`config.mk`:
```
export PLATFORM = sky130hd
export DESIGN_NAME = mc_ctrl_flat
export DESIGN_NICKNAME = d
export VERILOG_FILES = /design/src/rtl/mc_ctrl_if.sv /design/src/rtl/mc_ctrl.sv /design/src/flat_wrapper.sv
export SDC_FILE = /design/constraint.sdc
export NUM_CORES = 1
export LEC_CHECK = 0
export BUFFER_PORTS_ARGS = -buffer_cell sky130_fd_sc_hd__clkbuf_2
export CAP_MARGIN = 10
export CORE_MARGIN = 2
export CORE_UTILIZATION = 30
export CTS_BUF_LIST = sky130_fd_sc_hd__clkbuf_8
export CTS_CLUSTER_DIAMETER = 30
export DETAILED_ROUTE_END_ITERATION = 6
export HOLD_SLACK_MARGIN = 0.08
export MAX_ROUTING_LAYER = met4
export PLACE_DENSITY_LB_ADDON = 0.3
export SLEW_MARGIN = 10
export SYNTH_ARGS = -nofsm -noshare
export SYNTH_HDL_FRONTEND = slang
export SYNTH_SLANG_ARGS = --single-unit
```
`constraint.sdc`:
```
create_clock -name clk -period 2.65 [get_ports clk]
set_input_delay 0.1325 -clock clk [delete_from_list [all_inputs] [get_ports clk]]
set_output_delay 0.1325 -clock clk [all_outputs]
set_load 0.03 [all_outputs]
```
`src/rtl/mc_ctrl_if.sv`:
```
// Control bus between the multi-cycle main controller and the MIPS datapath.
// The master side (controller) samples IR fields and the ALU flag and drives
// every datapath enable and select.
interface mc_ctrl_if;
    logic [5:0] op;
    logic [5:0] funct;
    logic       zero;
    logic       PCWr;
    logic [1:0] NPCSel;
    logic       IRWr;
    logic       RegWr;
    logic [1:0] RegDst;
    logic [1:0] MemToReg;
    logic       ALUSrc;
    logic [1:0] ExtOp;
    logic [1:0] ALUOp;
    logic       MemWr;
    logic       done;
    logic [2:0] state;

    modport master (
        input  op, funct, zero,
        output PCWr, NPCSel, IRWr, RegWr, RegDst, MemToReg,
               ALUSrc, ExtOp, ALUOp, MemWr, done, state
    );

    modport slave (
        output op, funct, zero,
        input  PCWr, NPCSel, IRWr, RegWr, RegDst, MemToReg,
               ALUSrc, ExtOp, ALUOp, MemWr, done, state
    );
endinterface

```
`src/rtl/mc_ctrl.sv`:
```
// Multi-cycle main controller for the PCOCD MIPS core.
// Walks each instruction through FETCH/DECODE/EXE/MEM/WB and updates the PC
// exactly once, in the retiring cycle, so branch/jump targets are always
// computed from the executing instruction's PC.
// Optional build macro MC_ILLEGAL_TRAP_EN: unknown instructions enter a
// sticky TRAP state; otherwise they retire as a nop from DECODE.
module mc_ctrl #(
    parameter int unsigned MEM_WAIT = 0
) (
    input  logic         clk,
    input  logic         reset,
    mc_ctrl_if.master    bus
);

    localparam int unsigned CNT_W = 4;
    localparam logic [CNT_W-1:0] MEM_LAST = CNT_W'(MEM_WAIT);

    localparam logic [5:0] OP_RTYPE = 6'h00;
    localparam logic [5:0] OP_J     = 6'h02;
    localparam logic [5:0] OP_JAL   = 6'h03;
    localparam logic [5:0] OP_BEQ   = 6'h04;
    localparam logic [5:0] OP_ORI   = 6'h0d;
    localparam logic [5:0] OP_LUI   = 6'h0f;
    localparam logic [5:0] OP_LW    = 6'h23;
    localparam logic [5:0] OP_SW    = 6'h2b;
    localparam logic [5:0] FN_JR    = 6'h08;
    localparam logic [5:0] FN_ADDU  = 6'h21;
    localparam logic [5:0] FN_SUBU  = 6'h23;

    localparam logic [1:0] NPC_PC4  = 2'b00;
    localparam logic [1:0] NPC_REG  = 2'b01;
    localparam logic [1:0] NPC_J    = 2'b10;
    localparam logic [1:0] NPC_BEQ  = 2'b11;

    localparam logic [1:0] DST_RT   = 2'b00;
    localparam logic [1:0] DST_RD   = 2'b01;
    localparam logic [1:0] DST_RA   = 2'b10;

    localparam logic [1:0] WB_ALU   = 2'b00;
    localparam logic [1:0] WB_MEM   = 2'b01;
    localparam logic [1:0] WB_PC4   = 2'b10;

    localparam logic [1:0] EXT_ZERO = 2'b00;
    localparam logic [1:0] EXT_SIGN = 2'b01;
    localparam logic [1:0] EXT_LUI  = 2'b10;

    localparam logic [1:0] ALU_ADD  = 2'b00;
    localparam logic [1:0] ALU_SUB  = 2'b01;
    localparam logic [1:0] ALU_OR   = 2'b10;

    typedef enum logic [2:0] {
        S_FETCH  = 3'd0,
        S_DECODE = 3'd1,
        S_EXE    = 3'd2,
        S_MEM    = 3'd3,
        S_WB     = 3'd4,
        S_TRAP   = 3'd7
    } state_t;

    state_t           state_q, state_d;
    logic [CNT_W-1:0] cnt_q, cnt_d;

    logic is_rtype, is_addu, is_subu, is_jr, is_j, is_jal;
    logic is_beq, is_ori, is_lui, is_lw, is_sw, is_legal;

    logic       pc_wr, ir_wr, reg_wr, mem_wr, alu_src;
    logic [1:0] npc_sel, reg_dst, mem_to_reg, ext_op, alu_op;

    // Instruction decode from the latched IR fields.
    always_comb begin
        is_rtype = (bus.op == OP_RTYPE);
        is_addu  = is_rtype && (bus.funct == FN_ADDU);
        is_subu  = is_rtype && (bus.funct == FN_SUBU);
        is_jr    = is_rtype && (bus.funct == FN_JR);
        is_j     = (bus.op == OP_J);
        is_jal   = (bus.op == OP_JAL);
        is_beq   = (bus.op == OP_BEQ);
        is_ori   = (bus.op == OP_ORI);
        is_lui   = (bus.op == OP_LUI);
        is_lw    = (bus.op == OP_LW);
        is_sw    = (bus.op == OP_SW);
        is_legal = is_addu | is_subu | is_jr | is_j | is_jal | is_beq |
                   is_ori | is_lui | is_lw | is_sw;
    end

    // State and MEM stall counter registers.
    always_ff @(posedge clk or posedge reset) begin
        if (reset) begin
            state_q <= S_FETCH;
            cnt_q   <= '0;
        end else begin
            state_q <= state_d;
            cnt_q   <= cnt_d;
        end
    end

    // Next-state and per-state control decode.
    always_comb begin
        state_d    = state_q;
        cnt_d      = cnt_q;
        pc_wr      = 1'b0;
        npc_sel    = NPC_PC4;
        ir_wr      = 1'b0;
        reg_wr     = 1'b0;
        reg_dst    = DST_RT;
        mem_to_reg = WB_ALU;
        alu_src    = 1'b0;
        ext_op     = EXT_ZERO;
        alu_op     = ALU_ADD;
        mem_wr     = 1'b0;

        case (state_q)
            S_FETCH: begin
                ir_wr   = 1'b1;
                state_d = S_DECODE;
            end
            S_DECODE: begin
                if (is_j) begin
                    pc_wr   = 1'b1;
                    npc_sel = NPC_J;
                    state_d = S_FETCH;
                end else if (is_jr) begin
                    pc_wr   = 1'b1;
                    npc_sel = NPC_REG;
                    state_d = S_FETCH;
                end else if (is_jal) begin
                    state_d = S_WB;
                end else if (is_legal) begin
                    state_d = S_EXE;
                end else begin
`ifdef MC_ILLEGAL_TRAP_EN
                    state_d = S_TRAP;
`else
                    pc_wr   = 1'b1;
                    state_d = S_FETCH;
`endif
                end
            end
            S_EXE: begin
                if (is_addu || is_subu) begin
                    alu_op  = is_subu ? ALU_SUB : ALU_ADD;
                    state_d = S_WB;
                end else if (is_ori) begin
                    alu_src = 1'b1;
                    ext_op  = EXT_ZERO;
                    alu_op  = ALU_OR;
                    state_d = S_WB;
                end else if (is_lui) begin
                    alu_src = 1'b1;
                    ext_op  = EXT_LUI;
                    alu_op  = ALU_ADD;
                    state_d = S_WB;
                end else if (is_lw || is_sw) begin
                    alu_src = 1'b1;
                    ext_op  = EXT_SIGN;
                    alu_op  = ALU_ADD;
                    cnt_d   = '0;
                    state_d = S_MEM;
                end else if (is_beq) begin
                    alu_op  = ALU_SUB;
                    pc_wr   = 1'b1;
                    npc_sel = bus.zero ? NPC_BEQ : NPC_PC4;
                    state_d = S_FETCH;
                end else begin
                    state_d = S_FETCH;
                end
            end
            S_MEM: begin
                if (cnt_q == MEM_LAST) begin
                    cnt_d = '0;
                    if (is_sw) begin
                        mem_wr  = 1'b1;
                        pc_wr   = 1'b1;
                        state_d = S_FETCH;
                    end else begin
                        state_d = S_WB;
                    end
                end else begin
                    cnt_d = cnt_q + CNT_W'(1);
                end
            end
            S_WB: begin
                reg_wr  = 1'b1;
                pc_wr   = 1'b1;
                state_d = S_FETCH;
                if (is_jal) begin
                    reg_dst    = DST_RA;
                    mem_to_reg = WB_PC4;
                    npc_sel    = NPC_J;
                end else if (is_lw) begin
                    mem_to_reg = WB_MEM;
                end else if (is_rtype) begin
                    reg_dst    = DST_RD;
                end
            end
            S_TRAP: begin
                state_d = S_TRAP;
            end
            default: begin
                state_d = S_FETCH;
            end
        endcase
    end

    // Enables are forced low while reset is held so an aborted instruction writes nothing.
    assign bus.PCWr     = pc_wr  & ~reset;
    assign bus.done     = pc_wr  & ~reset;
    assign bus.IRWr     = ir_wr  & ~reset;
    assign bus.RegWr    = reg_wr & ~reset;
    assign bus.MemWr    = mem_wr & ~reset;
    assign bus.NPCSel   = npc_sel;
    assign bus.RegDst   = reg_dst;
    assign bus.MemToReg = mem_to_reg;
    assign bus.ALUSrc   = alu_src;
    assign bus.ExtOp    = ext_op;
    assign bus.ALUOp    = alu_op;
    assign bus.state    = state_q;

endmodule

```
`src/flat_wrapper.sv`:
```
// flat-port wrapper written by rule: the top's interface ports become plain ports
module mc_ctrl_flat 
#(
    parameter int unsigned MEM_WAIT = 0
)
  (clk, reset, bus_op, bus_funct, bus_zero, bus_PCWr, bus_NPCSel, bus_IRWr, bus_RegWr, bus_RegDst, bus_MemToReg, bus_ALUSrc, bus_ExtOp, bus_ALUOp, bus_MemWr, bus_done, bus_state);
  mc_ctrl_if bus_i ();
  input  logic clk;
  input  logic reset;
  input wire logic [$bits(bus_i.op)-1:0] bus_op;
  input wire logic [$bits(bus_i.funct)-1:0] bus_funct;
  input wire logic [$bits(bus_i.zero)-1:0] bus_zero;
  output wire logic [$bits(bus_i.PCWr)-1:0] bus_PCWr;
  output wire logic [$bits(bus_i.NPCSel)-1:0] bus_NPCSel;
  output wire logic [$bits(bus_i.IRWr)-1:0] bus_IRWr;
  output wire logic [$bits(bus_i.RegWr)-1:0] bus_RegWr;
  output wire logic [$bits(bus_i.RegDst)-1:0] bus_RegDst;
  output wire logic [$bits(bus_i.MemToReg)-1:0] bus_MemToReg;
  output wire logic [$bits(bus_i.ALUSrc)-1:0] bus_ALUSrc;
  output wire logic [$bits(bus_i.ExtOp)-1:0] bus_ExtOp;
  output wire logic [$bits(bus_i.ALUOp)-1:0] bus_ALUOp;
  output wire logic [$bits(bus_i.MemWr)-1:0] bus_MemWr;
  output wire logic [$bits(bus_i.done)-1:0] bus_done;
  output wire logic [$bits(bus_i.state)-1:0] bus_state;
  assign bus_i.op = bus_op;
  assign bus_i.funct = bus_funct;
  assign bus_i.zero = bus_zero;
  assign bus_PCWr = bus_i.PCWr;
  assign bus_NPCSel = bus_i.NPCSel;
  assign bus_IRWr = bus_i.IRWr;
  assign bus_RegWr = bus_i.RegWr;
  assign bus_RegDst = bus_i.RegDst;
  assign bus_MemToReg = bus_i.MemToReg;
  assign bus_ALUSrc = bus_i.ALUSrc;
  assign bus_ExtOp = bus_i.ExtOp;
  assign bus_ALUOp = bus_i.ALUOp;
  assign bus_MemWr = bus_i.MemWr;
  assign bus_done = bus_i.done;
  assign bus_state = bus_i.state;
  mc_ctrl #(.MEM_WAIT(MEM_WAIT)) u_core (.clk(clk), .reset(reset), .bus(bus_i));
endmodule
```
==> metrics.cfg <==
[floorplan]
core_sq_mm = 0.00271
rows = 19
dieArea_sq_mm = 0.00324
start_util_pct = 31.0
fp.dieH_um = 56.9
pin_count = 34
die_w_um = 56.9

[synth]
yosys.area.top_type = dfrtp_1
yosys_register_bits = 7
syn_inst = 115
syn-mean-instance-area_sq_um = 7.30
synth_most_common_cell = nor2_1
netlist_top_cells_area = dfrtp_1 (21%), nor2_1 (7.6%), o21ai_0 (6.6%)
netlist_top_cells_count = nor2_1 (17), o21ai_0 (11), nand2_1 (9)
async_reset_ff_share_pct = 100
synth_cell_types = 42
synth_ff_type = dfrtp_1
synth_seq_area_share_pct = 20.9
synth.cell_area_sq_um = 840
postSynthNetCount = 132
synth.top_cell.area_share_pct = 20.9
yosysWarningCount = 0
synth_edf_count = 0

[drt]
wl_um = 2360
avgRoutedWirePerCell_um = 13.4
via_per_inst = 5.50
drtIter0Drc = 18
dr.pass1.iters = 4
drc = 0
drtAntennaViolNets = 0
vias = 968

[timing]
setup_tns_ns = 0
fin_hold_ws_ns = 0.386
max_freq_mhz = 408
period_share_pct = 92.4
hold_viol_final = 0
slew_headroom_pct = 60.1
rsz0062_at_grt = no
tightest_slew_ns = 0.593
finalSetupViolCount = 0
fin_crit_ns = 2.45
maxSlewViolCount = 0
fin_skew_ns = 0.00244

[global_route]
grt_usage_pct = 16.6
grt_pass1_wl_um = 4090
first_global_vias = 950
grt_max_degree = 17
overflow = 0
antenna_found_initial = 0

[clock_network]
clk_pin_slew_worst_paths_ns = 0.04
cts_max_level = 1
clock_sinks = 7
cts_tree = done
cts_root_buf = clkbuf_8
post_cts_buffers = 0
insertion_delay_ns = 0.23
cts_buffers = 3
clk_path_buf_depth = 2

[placed_design]
gp_congestion = 0.809
dpl_cell_area_sq_um = 997
io_buffers = 33
dpl.hpwl_um = 1860

[power_and_ir_drop]
pwr-share-comb_pct = 48.8
pwr-share-clk_pct = 20.7
power.density_mw_per_mm2 = 686
internal_power_uw = 383
ir_drop_v = 0.000398
p_leak_nw = 0.471
power.share.sequential_pct = 30.4
swShare_pct = 47.0
total_power_uw = 723
p_sw_uw = 340

[run_status]
outcome = finished clean

[finish]
nets = 163
fin_area_sq_mm = 0.00105
area_growth_pct = 25.5
fillers = 299
final_core_util_pct = 38.9
n_antenna_cell = 0
layout-drive-gt1-share_pct = 32.4

[setup_path]
crit_chain = and2b_2, nand4b_1, nor4_2, and4b_4, a211oi_2, clkbuf_2
crit_slowest_cell = dfrtp_1
critPathCaptureType = primary output
arrival_ns = 2.32
setup.worst_path.class = flop to primary output
worstPathMaxFanout = 10
cp.required_ns = 2.52
critPathBufInv = 1
worst_path_largest_cell_delay_ns = 0.50
crit_family = simple AND/OR/NAND/NOR gates
crit_path_start_kind = flop

[hold_path]
hp-class = primary input to flop

[flow_run]
maxCapViolCount = 0

## power groups by stage
stage / registers, mW / clock network (mW) / logic, mW
2_1_floorplan: 0.206 / 0 / 0.281
3_3_place_gp: 0.218 / 0 / 0.352
3_5_place_dp: 0.218 / 0 / 0.350
4_1_cts: 0.218 / 0.155 / 0.353
5_1_grt: 0.231 / 0.160 / 0.399
6_report: 0.220 / 0.150 / 0.353
## area by class of cell
| class | count | area, sq um | share of cell area, % |
|---|---|---|---|
| multi-input combinational | 94 | 589 | 55.9 |
| timing repair buffer | 36 | 190 | 18.1 |
| sequential | 7 | 175 | 16.6 |
| clock buffer | 3 | 41.3 | 3.92 |
| tap | 31 | 38.8 | 3.68 |
| inverter | 4 | 15.0 | 1.43 |
| clock inverter | 1 | 3.75 | 0.356 |
## placed cells by master, fill, tap and decap left out, types with 3 or more instances in the layout
cell	netlist	routed
nand2_1	9	9
a32o_1	3	3
a21oi_1	6	6
o21ai_0	11	11
nor3_1	4	4
nand3_1	6	6
clkbuf_2	0	33
dfrtp_1	7	7
inv_1	4	5
nor2_1	17	17
nor4_1	3	3
clkbuf_8	0	3
## cell families after synthesis
logic type                 share of synthesized area (%)
adders and majority gates                           2.98
and+or+nand+nor                                     42.0
buffers and inverters                               9.09
AOI/OAI and AO/OA                                   24.0
DFF                                                 20.9
xor gates and xnor gates                            1.04
## timing repair
| action | in CTS | in global routing |
|---|---|---|
| gates resized for setup | 0 | 1 |
| setup endpoints to repair | 0 | 2 |
| hold buffers | 1 | 0 |
| endpoints found under the hold margin | 7 | 0 |
## per-stage QoR
stage               std cells  setup WS (ns)
floorplan                 115         0.0588
global placement          171          0.460
detailed placement        171          0.381
CTS                       176          0.127
global route              176         0.0367
finish                    176          0.200
## state kept, by name, summed over array words and instances (netlist names)
name              count
u_core.cnt_q          4
u_core.bus.state      3
## per-layer routing
| metal | part of all wire [%] | GRT usage (%) | up-vias |
|---|---|---|---|
| met4 | 3.0 | 12.0 | 0 |
| met1 | 44 | 19.2 | 449 |
| met2 | 48 | 26.1 | 34 |
| met5 | 0 | - | - |
| li1 | - | - | 479 |
| met3 | 4.5 | 2.30 | 6 |
## worst reg2reg max path, delay by kind of cell (launching register included)
| family | cells | cell delay, ns |
|---|---|---|
| buffers and inverters | 1 | 0.25 |
| AO/OA/AOI/OAI | 3 | 0.58 |
| flip-flops | 1 | 0.56 |
## worst paths after layout
check,depth (start not counted),end,slack [ns],from
setup / recovery,6,bus_PCWr,0.20,u_core.bus.state[1]
hold / removal,4,u_core.bus.state[2],0.39,bus_op[5]
setup reg to reg,4,u_core.cnt_q[3],1.16,u_core.bus.state[0]
hold reg to reg,1,u_core.cnt_q[3],0.51,u_core.cnt_q[3]
max in group asynchronous,3,u_core.bus.state[0],1.99,reset
min in group asynchronous,3,u_core.cnt_q[2],0.43,reset
No activity file was read; power rests on OpenSTA's default activity.
